[src/rtl/i2s_pkg.sv]
// Shared constants and types for the I2S transmitter.
// Optional feature macro I2S_TX_UNDERFLOW_CNT_EN is consumed by i2s_tx.
package i2s_pkg;

  localparam int unsigned SAMPLE_W    = 16;
  localparam int unsigned SLOT_BITS   = 32;
  localparam int unsigned FRAME_SLOTS = 64;
  localparam int unsigned SLOT_W      = $clog2(FRAME_SLOTS);
  localparam int unsigned STEREO_W    = 2 * SAMPLE_W;

  typedef struct packed {
    logic [SAMPLE_W-1:0] left;
    logic [SAMPLE_W-1:0] right;
  } stereo_sample_t;

  typedef enum logic [0:0] {
    IDLE = 1'b0,
    RUN  = 1'b1
  } i2s_state_e;

  // Slots that carry sample bits: 1..16 (left) and 33..48 (right).
  function automatic logic is_data_slot(input logic [SLOT_W-1:0] slot);
    return ((slot >= SLOT_W'(1)) && (slot <= SLOT_W'(SAMPLE_W))) ||
           ((slot >= SLOT_W'(SLOT_BITS + 1)) && (slot <= SLOT_W'(SLOT_BITS + SAMPLE_W)));
  endfunction

endpackage

[src/rtl/i2s_sample_fifo.sv]
// Synchronous sample FIFO: registered level and ready, no fall-through.
// A push is refused while full, even when a pop happens in the same cycle.
module i2s_sample_fifo
  import i2s_pkg::*;
#(
  parameter int unsigned DEPTH = 8
) (
  input  logic                    clk,
  input  logic                    reset_n,
  input  logic                    i_push,
  input  logic [STEREO_W-1:0]     i_push_data,
  input  logic                    i_pop,
  output logic [STEREO_W-1:0]     o_pop_data_c,
  output logic                    o_full_c,
  output logic                    o_empty_c,
  output logic                    o_ready,
  output logic [$clog2(DEPTH):0]  o_level
);

  localparam int unsigned PTR_W = $clog2(DEPTH);
  localparam int unsigned CNT_W = PTR_W + 1;

  stereo_sample_t   r_mem [DEPTH];
  logic [PTR_W-1:0] r_wr_ptr;
  logic [PTR_W-1:0] r_rd_ptr;
  logic [CNT_W-1:0] r_count;
  logic             r_ready;

  logic             w_full;
  logic             w_empty;
  logic             w_do_push;
  logic             w_do_pop;
  logic [CNT_W-1:0] w_count_next;

  assign w_full       = (r_count == CNT_W'(DEPTH));
  assign w_empty      = (r_count == '0);
  assign w_do_push    = i_push && !w_full;
  assign w_do_pop     = i_pop && !w_empty;
  assign w_count_next = r_count + CNT_W'(w_do_push) - CNT_W'(w_do_pop);

  // Pointers, occupancy and the look-ahead ready flag.
  always_ff @(posedge clk) begin
    if (!reset_n) begin
      r_wr_ptr <= '0;
      r_rd_ptr <= '0;
      r_count  <= '0;
      r_ready  <= 1'b0;
    end else begin
      if (w_do_push) begin
        r_wr_ptr <= r_wr_ptr + PTR_W'(1);
      end
      if (w_do_pop) begin
        r_rd_ptr <= r_rd_ptr + PTR_W'(1);
      end
      r_count <= w_count_next;
      r_ready <= (w_count_next != CNT_W'(DEPTH));
    end
  end

  always_ff @(posedge clk) begin
    if (reset_n && w_do_push) begin
      r_mem[r_wr_ptr] <= stereo_sample_t'(i_push_data);
    end
  end

  assign o_pop_data_c = r_mem[r_rd_ptr];
  assign o_full_c     = w_full;
  assign o_empty_c    = w_empty;
  assign o_ready      = r_ready;
  assign o_level      = r_count;

endmodule

[src/rtl/i2s_tx.sv]
// Stereo Philips-I2S transmitter: sample FIFO, BCLK divider, 64-slot framer.
// Define I2S_TX_UNDERFLOW_CNT_EN to enable the saturating underflow counter.
module i2s_tx
  import i2s_pkg::*;
#(
  parameter int unsigned BCLK_DIV   = 16,
  parameter int unsigned FIFO_DEPTH = 8
) (
  input  logic                         clk,
  input  logic                         reset_n,
  input  logic [STEREO_W-1:0]          s_data,
  input  logic                         s_valid,
  output logic                         s_ready,
  input  logic                         enable,
  output logic [$clog2(FIFO_DEPTH):0]  fifo_level,
  output logic                         underflow,
  input  logic                         count_clr,
  output logic [15:0]                  underflow_count,
  output logic                         i2s_bclk,
  output logic                         i2s_lrclk,
  output logic                         i2s_dout
);

  localparam int unsigned DIV_W = $clog2(BCLK_DIV);

  i2s_state_e          r_state;
  logic [DIV_W-1:0]    r_div;
  logic [SLOT_W-1:0]   r_slot;
  logic [STEREO_W-1:0] r_shift;
  logic                r_bclk;
  logic                r_lrclk;
  logic                r_dout;
  logic                r_underflow;

  i2s_state_e          w_state_next;
  logic [DIV_W-1:0]    w_div_next;
  logic [SLOT_W-1:0]   w_slot_next;
  logic [STEREO_W-1:0] w_shift_next;
  logic                w_bclk_next;
  logic                w_lrclk_next;
  logic                w_dout_next;
  logic                w_underflow_next;
  logic                w_frame_start;
  logic                w_slot_adv;
  logic                w_div_wrap;

  logic                w_fifo_push;
  logic                w_fifo_pop;
  logic [STEREO_W-1:0] w_fifo_data;
  logic                w_fifo_full;
  logic                w_fifo_empty;
  logic                w_fifo_ready;

  assign w_fifo_push = s_valid && w_fifo_ready && !w_fifo_full;

  i2s_sample_fifo #(
    .DEPTH (FIFO_DEPTH)
  ) u_fifo (
    .clk          (clk),
    .reset_n      (reset_n),
    .i_push       (w_fifo_push),
    .i_push_data  (s_data),
    .i_pop        (w_fifo_pop),
    .o_pop_data_c (w_fifo_data),
    .o_full_c     (w_fifo_full),
    .o_empty_c    (w_fifo_empty),
    .o_ready      (w_fifo_ready),
    .o_level      (fifo_level)
  );

  assign w_div_wrap = (r_div == DIV_W'(BCLK_DIV - 1));

  // Next state, counters and next values of every registered pin.
  always_comb begin
    w_state_next     = r_state;
    w_div_next       = r_div;
    w_slot_next      = r_slot;
    w_shift_next     = r_shift;
    w_frame_start    = 1'b0;
    w_slot_adv       = 1'b0;
    w_fifo_pop       = 1'b0;
    w_underflow_next = 1'b0;
    w_bclk_next      = 1'b0;
    w_lrclk_next     = 1'b0;
    w_dout_next      = 1'b0;

    case (r_state)
      IDLE: begin
        if (enable) begin
          w_state_next  = RUN;
          w_div_next    = '0;
          w_slot_next   = '0;
          w_frame_start = 1'b1;
        end
      end
      RUN: begin
        if (w_div_wrap) begin
          w_div_next = '0;
          if (r_slot == SLOT_W'(FRAME_SLOTS - 1)) begin
            w_slot_next = '0;
            if (enable) begin
              w_frame_start = 1'b1;
            end else begin
              w_state_next = IDLE;
            end
          end else begin
            w_slot_next = r_slot + SLOT_W'(1);
            w_slot_adv  = 1'b1;
          end
        end else begin
          w_div_next = r_div + DIV_W'(1);
        end
      end
      default: begin
        w_state_next = IDLE;
      end
    endcase

    // Slot 0 entry reloads the shifter; an empty FIFO substitutes silence.
    w_fifo_pop       = w_frame_start && !w_fifo_empty;
    w_underflow_next = w_frame_start && w_fifo_empty;

    if (w_frame_start) begin
      w_shift_next = w_fifo_empty ? '0 : w_fifo_data;
    end else if (w_slot_adv && is_data_slot(w_slot_next)) begin
      w_dout_next  = r_shift[STEREO_W-1];
      w_shift_next = r_shift << 1;
    end else if ((r_state == RUN) && !w_div_wrap) begin
      w_dout_next = r_dout;
    end

    if (w_state_next == RUN) begin
      w_bclk_next  = (w_div_next >= DIV_W'(BCLK_DIV / 2));
      w_lrclk_next = w_slot_next[SLOT_W-1];
    end
  end

  always_ff @(posedge clk) begin
    if (!reset_n) begin
      r_state     <= IDLE;
      r_div       <= '0;
      r_slot      <= '0;
      r_shift     <= '0;
      r_bclk      <= 1'b0;
      r_lrclk     <= 1'b0;
      r_dout      <= 1'b0;
      r_underflow <= 1'b0;
    end else begin
      r_state     <= w_state_next;
      r_div       <= w_div_next;
      r_slot      <= w_slot_next;
      r_shift     <= w_shift_next;
      r_bclk      <= w_bclk_next;
      r_lrclk     <= w_lrclk_next;
      r_dout      <= w_dout_next;
      r_underflow <= w_underflow_next;
    end
  end

`ifdef I2S_TX_UNDERFLOW_CNT_EN
  logic [15:0] r_underflow_count;

  // Counts on the same edge that raises the pulse; clear takes priority.
  always_ff @(posedge clk) begin
    if (!reset_n) begin
      r_underflow_count <= '0;
    end else if (count_clr) begin
      r_underflow_count <= '0;
    end else if (w_underflow_next && (r_underflow_count != 16'hFFFF)) begin
      r_underflow_count <= r_underflow_count + 16'd1;
    end
  end

  assign underflow_count = r_underflow_count;
`else
  logic w_count_clr_unused;

  assign w_count_clr_unused = count_clr;
  assign underflow_count    = '0;
`endif

  assign s_ready   = w_fifo_ready;
  assign underflow = r_underflow;
  assign i2s_bclk  = r_bclk;
  assign i2s_lrclk = r_lrclk;
  assign i2s_dout  = r_dout;

endmodule

[config.mk]
export PLATFORM = sky130hd
export DESIGN_NAME = i2s_tx
export DESIGN_NICKNAME = d
export VERILOG_FILES = /design/src/rtl/i2s_pkg.sv /design/src/rtl/i2s_sample_fifo.sv /design/src/rtl/i2s_tx.sv
export SDC_FILE = /design/constraint.sdc
export NUM_CORES = 1
export LEC_CHECK = 0
export BUFFER_PORTS_ARGS = -buffer_cell sky130_fd_sc_hd__clkbuf_2
export CAP_MARGIN = 40
export CORE_MARGIN = 2
export CORE_UTILIZATION = 36
export DETAILED_ROUTE_END_ITERATION = 12
export SLEW_MARGIN = 20
export SYNTH_ARGS = -nofsm -noshare
export SYNTH_HDL_FRONTEND = slang
export SYNTH_SLANG_ARGS = --single-unit
[constraint.sdc]
create_clock -name clk -period 6.95 [get_ports clk]
set_input_delay 0.695 -clock clk [delete_from_list [all_inputs] [get_ports clk]]
set_output_delay 0.695 -clock clk [all_outputs]
set_load 0.05 [all_outputs]
==> flow_summary.toml, run 1 <==
[yosys]
ys_types = 48
synth_area_leaders = "edfxtp_1, mux4_2, dfxtp_1, mux2i_1, o21ai_0"
synth_cells = 729
synth_seq_cells = 317
syn_area_per_cell_um2 = 17.3
synth_area_um2 = 12600
synth_top_cell_by_area = "edfxtp_1"
ys_warn_count = 0
synth-seq-area-share_pct = 70.5
async_flop_share_pct = 0
yosysTopAreaCellShare_pct = 60.8
ys_dominant_reg_cell = "edfxtp_1"
synth-edff-count = 256

[sta]
fin_crit_ns = 3.78
finalHoldViolCount = 0
final.setup_skew_ns = 0.0143
drv_slew = 0
finalSetupViolCount = 0
slew_headroom_pct = 51.7
worst_pin_slew_ns = 0.725
fin_setup_tns_ns = 0
rsz0062_at_grt = "no"
fmax_mhz = 264
finalCritPeriodShare_pct = 54.4
layout_setup_ws_ns = 3.17

[floorplanning]
start_util_pct = 36.6
fp.dieH_um = 191
io_pins = 62
rows = 68
dieArea_um2 = 36600
die_w_um = 191
core-area_um2 = 34500

[routing]
routed_via_density = 4.94
via_count = 6248
drt_first_iter_violations = 343
wl_per_cell_um = 19.4
firstDrtPassIters = 4
drc_errors = 0
drt_wl_total_mm = 24.5
postRouteAntennaNets = 0

[placement]
dp.final_hpwl_mm = 13.0
gp_congestion = 0.721
placedCellCount = 1205
placed_area_um2 = 13400
io_buffers = 44
dp_slack_ns = 3.22

[global_route]
grt_max_degree = 60
track_usage_pct = 13.7
grt_overflow = 0
first_global_vias = 6452
antenna_found_initial = 0
grt_pass1_wl_mm = 38.2

[power_and_ir_drop]
finalPower_uw = 4660
power.density_nw_per_um2 = 323
max-vdd-ir-drop_uv = 210
leakage_uw = 0.00458

[setup_path]
worstPathRequired_ns = 7.40
critPathArrivalTime_ns = 4.23
critPathLaunchType = "flop"
setup.worst_path.class = "reg -> reg"
end_kind = "flop"
cp_max_fo = 26

[cells_and_area]
area_delta_synth_final_pct = 14.3
final_cell_mix = "edfxtp_1, mux4_2, mux2i_1, dfxtp_1, clkbuf_2"
final_nets = 831
final_common_cell = "edfxtp_1"
instances_no_fill = 1264
stdcell_area_um2 = 14400
multi_input_area_um2 = 3480
layout-drive-gt1-share_pct = 23.5
seq_area_um2 = 8910
fillers = 3101

[clocking]
cts_sinks = 317
post-cts-setup-buffer-count = 0
cts_max_level = 1
cts_buffers = 31
cts_hold_buffers = 0
clk_latency_ns = 0.57
clkTransAtPathRegs_ns = 0.06
clock_path_buffers = 3
cts-root-buf = "clkbuf_16"
cts-resized-gates = 0
cts_tree = "done"

[min_path]
worstHoldPathType = "in -> reg"

[run]
maxCapViolCount = 0

[outcome]
status = "finished clean"
==> cells by family (layout without fill, tap and decap cells) <==
family                   count (synthesis)  count (layout)  share of synthesized area [%]
flip-flops                             317             317                           70.5
AO/OA/AOI/OAI                           94              94                           4.32
multiplexers                           127             127                           16.4
buffers and inverters                   65             129                           2.87
XOR/XNOR                                 7               7                          0.485
other                                    1              17                         0.0297
AND/OR/NAND/NOR                        107             107                           4.22
adder cells (fa/ha/maj)                 11              11                           1.15
==> final cells by class <==
cell class | count | area share (%)
Antenna cell | 1 | 0.0173
Sequential cell | 317 | 61.7
Clock buffer | 44 | 5.92
Clock inverter | 14 | 1.28
Multi-Input combinational cell | 362 | 24.1
Timing Repair Buffer | 61 | 2.77
Inverter | 10 | 0.260
Tap cell | 455 | 3.94
==> state kept, by name, indices dropped and copies added (netlist names), 3 cells and up, named ones only <==
register and cells:
u_fifo.r_wr_ptr 3, r_slot 6, r_div 4, u_fifo.r_rd_ptr 3, u_fifo.o_level 4, r_shift 32, u_fifo.r_mem 256
==> power breakdown <==
group	switching, uW	internal, uW
Clock	693	1010
Combinational	436	332
Sequential	57.8	2130
Total	1190	3470
==> metal layers <==
layer | vias to the layer above | global-route usage [%] | share of wire, %
met2 | 125 | 23.2 | 48
met1 | 3157 | 18.3 | 45
met5 | - | 0 | 0
met4 | 0 | 3.93 | 2.5
li1 | 2929 | - | -
met3 | 37 | 2.20 | 4.0
==> through the flow <==
| stage | util, % | hold WS [ns] |
|---|---|---|
| final | 41.8 | 0.393 |
| after global routing | 41.8 | 0.401 |
| after CTS | 41.8 | 0.364 |
| after detailed placement | 38.8 | 0.476 |
| after global placement | 38.6 | 0.476 |
| after floorplan | - | 0.442 |
==> critical path, cell delays in order (launching register included) <==
cell	delay [ns]
dfxtp_1	0.45
ha_1	0.30
and3_1	0.20
nand3_1	0.10
o21ai_1	0.25
nand2_2	0.37
nor2_1	0.45
ha_1	0.31
inv_1	0.06
ha_1	0.16
inv_1	0.07
fa_1	0.51
inv_1	0.06
o41a_1	0.38
==> path summary, 6_finish.rpt <==
check,startpoint,endpoint,slack (ns),cells after the start
setup / recovery,r_slot[0],u_fifo.o_ready,3.17,13
hold / removal,s_data[9],u_fifo.r_mem[5][9],0.39,1
setup reg to reg,r_slot[0],u_fifo.o_ready,3.17,13
hold reg to reg,r_shift[31],i2s_dout,0.50,2
==> synthesized netlist by cell type (all sizes together) (2+ instances only) <==
library cell  number
mux4              64
edfxtp           256
ha                10
xnor2              4
nand2             13
xor2               3
and3               4
nor2b             14
mux2               2
dfxtp             61
and2              12
inv               10
nor2              43
a21oi             36
a21boi             2
nor3               5
o21ai             39
nand2b             3
a211oi             2
mux2i             61
a22oi              5
nand4              2
nand3              8
o21a               2
clkbuf            24
a21o               3
buf               31
Power figures use the tool's default switching activity.
==> run 2: changes to the inputs <==
--- a/config.mk
+++ b/config.mk
@@ -5,6 +5,7 @@
 export SDC_FILE = /design/constraint.sdc
 export NUM_CORES = 1
 export LEC_CHECK = 0
+export ABC_AREA = 1
 export BUFFER_PORTS_ARGS = -buffer_cell sky130_fd_sc_hd__clkbuf_2
 export CAP_MARGIN = 40
 export CORE_MARGIN = 2
==> constraint.sdc (replaced) <==
create_clock -name clk -period 3.5 [get_ports clk]
set_input_delay 0.35 -clock clk [delete_from_list [all_inputs] [get_ports clk]]
set_output_delay 0.35 -clock clk [all_outputs]
set_load 0.05 [all_outputs]
==> run 2 against run 1 <==
  * Setup slack worse by 2.6 ns
  * Via count is 35% higher
  * Register-to-register slack worse by 2.6 ns
  * Worst hold slack worse by 0.30 ns
  * Maximum frequency is 28% higher
  * Critical endpoint unchanged
  * Clock power is 110% higher
  * Design area is 2.5% higher
  * Sequential power is 95% higher
==> flow_summary.toml, run 2 <==
[floorplanning]
die_w_um = 194
io_pins = 62
start_util_pct = 36.4
dieArea_um2 = 37400
rows = 69
core-area_um2 = 35500
fp.dieH_um = 194

[yosys]
ys_types = 35
synth-seq-area-share_pct = 68.9
synth_seq_cells = 317
synth_area_leaders = "edfxtp_1, dfxtp_1, nor2_1, o21ai_0, nand2_1"
synth_most_common_cell = "nor2_1"
synth_top_cell_by_area = "edfxtp_1"
yosys-top-cells-count = "nor2_1, edfxtp_1, nand2_1, o21ai_0, a21oi_1"
syn_area_per_cell_um2 = 10.7
ys_dominant_reg_cell = "edfxtp_1"
synth-edff-count = 256
ys_warn_count = 0
synth_area_um2 = 12900
async_flop_share_pct = 0
synth_cells = 1203
yosysTopAreaCellShare_pct = 59.5

[run]
maxCapViolCount = 0

[routing]
drt_first_iter_violations = 611
postRouteAntennaNets = 0
routed_via_density = 4.84
drc_errors = 0
drt_wl_total_mm = 27.9
via_count = 8405
wl_per_cell_um = 16.1
firstDrtPassIters = 4

[placement]
io_buffers = 44
dp.final_hpwl_mm = 15.3
placedCellCount = 1669
gp_congestion = 0.816
placed_area_um2 = 13700

[power_and_ir_drop]
leakage_uw = 0.00530
max-vdd-ir-drop_uv = 417
power.density_nw_per_um2 = 603

[clocking]
cts_sinks = 317
cts-resized-gates = 0
clk_latency_ns = 0.53
cts_buffers = 35
clkTransAtPathRegs_ns = 0.06
clock_path_buffers = 3
post-cts-setup-buffer-count = 0
cts_tree = "done"
cts-root-buf = "clkbuf_16"
cts_hold_buffers = 0
cts_max_level = 2

[setup_path]
setup.worst_path.class = "reg -> reg"
cp_slowest_stage_delay_ns = 0.49
worstPathRequired_ns = 3.90
end_kind = "flop"
worst-path-buf-inv = 6
crit_family = "adder cells"
critPathLaunchType = "flop"
critPathArrivalTime_ns = 3.36
crit_slowest_cell = "fa_1"
cp_max_fo = 8
crit_chain = "ha_1 -> nand3_2 -> nand2_2 -> nand2_1 -> inv_1 -> nand3_2 -> clkinv_1 -> ha_1 -> inv_1 -> ha_1 -> inv_1 -> fa_1 -> inv_1 -> o41ai_1 -> inv_1"
crit_top_cell = "inv_1"

[cells_and_area]
top_regs = "u_fifo.r_mem: 256 flops, r_shift: 32 flops, r_slot: 6 flops"
final_common_cell = "nor2_1"
stdcell_area_um2 = 14800
top_register = "u_fifo.r_mem"
post-route-util_pct = 41.7
layout-drive-gt1-share_pct = 11.7
final_cell_mix = "nor2_1, edfxtp_1, nand2_1, o21ai_0, a21oi_1"
largest_reg_flops = 256
area_delta_synth_final_pct = 14.5
instances_no_fill = 1735
final_nets = 1294

[global_route]
antenna_found_initial = 2
grt_pass1_wl_mm = 44.2
grt_max_degree = 82
grt_overflow = 0
track_usage_pct = 14.9
first_global_vias = 7998

[sta]
finalSetupViolCount = 0
final.setup_skew_ns = 0.0285
finalHoldViolCount = 0
slew_headroom_pct = 55.4
drv_slew = 0
fin_crit_ns = 2.96
finalCritPeriodShare_pct = 84.7
worst_pin_slew_ns = 0.669
rsz0062_at_grt = "no"
fmax_mhz = 337

[outcome]
status = "finished clean"

[min_path]
worstHoldPathType = "in -> reg"
run 2: cell count changes after synthesis, moves of 5 or more:
cell	previous run	this run
buf_4	16	21
mux4_2	64	0
o21ai_0	38	152
inv_1	10	30
clkbuf_1	24	35
mux2i_1	61	0
o21ai_1	1	44
and2_1	12	0
a22oi_1	5	0
nor2_1	43	275
nor2b_1	14	0
buf_2	6	16
a21oi_1	35	78
nand2_1	12	169
run 2: worst reg2reg max path: cells and delay by family (launching register included):
kind / cells / cell delay, ns
and+or+nand+nor: 4 / 0.46
buffers and inverters: 6 / 0.50
DFF: 1 / 0.34
adders and majority gates: 4 / 1.21
AOI/OAI and AO/OA: 1 / 0.34
run 2: cell families after synthesis:
group	Yosys count	synth area share, %
AOI/OAI and AO/OA	281	11.0
xor gates and xnor gates	3	0.203
adders and majority gates	11	1.12
buffers and inverters	118	4.42
DFF	317	68.9
other	1	0.0290
and+or+nand+nor	472	14.3
run 2: where the power goes:
group          internal [uW]  leakage (uW)  switching (uW)
sequential              4210       0.00280            67.2
combinational            334       0.00195             793
clock                   2050      0.000543            1470
run 2: final cells by class:
cell class                 count  area [um2]
sequential                   317        8920
clock inverter                20         180
timing repair buffer          74         508
clock buffer                  43         926
fill                        3309       20700
multi-input combinational    783        3560
tap                          461         577
antenna                        2        5.00
inverter                      35         133
run 2: path summary, 6_finish.rpt:
kind,start,end,slack (ns),cells after the start
min reg2reg,i2s_dout,i2s_dout,0.46,2
min,s_data[24],u_fifo.r_mem[0][24],0.1,1
max reg2reg,r_div[0],u_fifo.o_ready,0.54,15
max,r_div[0],u_fifo.o_ready,0.54,15
run 2: per-stage QoR:
step | setup TNS (ns) | setup slack [ns] | hold slack [ns] | total power [uW]
6_report | 0 | 0.537 | 0.0976 | 8920
5_1_grt | 0 | 0.306 | 0.0931 | 9320
4_1_cts | 0 | 0.552 | 0.0783 | 9000
3_5_place_dp | 0 | 0.563 | 0.456 | 5480
3_3_place_gp | 0 | 0.587 | 0.456 | 5460
2_1_floorplan | -88.50 | -0.691 | 0.448 | 5180
run 2: metal layers:
metal / wire length (um) / global-route usage, %
met2: 13200 / 25.0
met1: 12900 / 19.7
met4: 484 / 4.07
met5: 0 / 0
met3: 1390 / 2.79
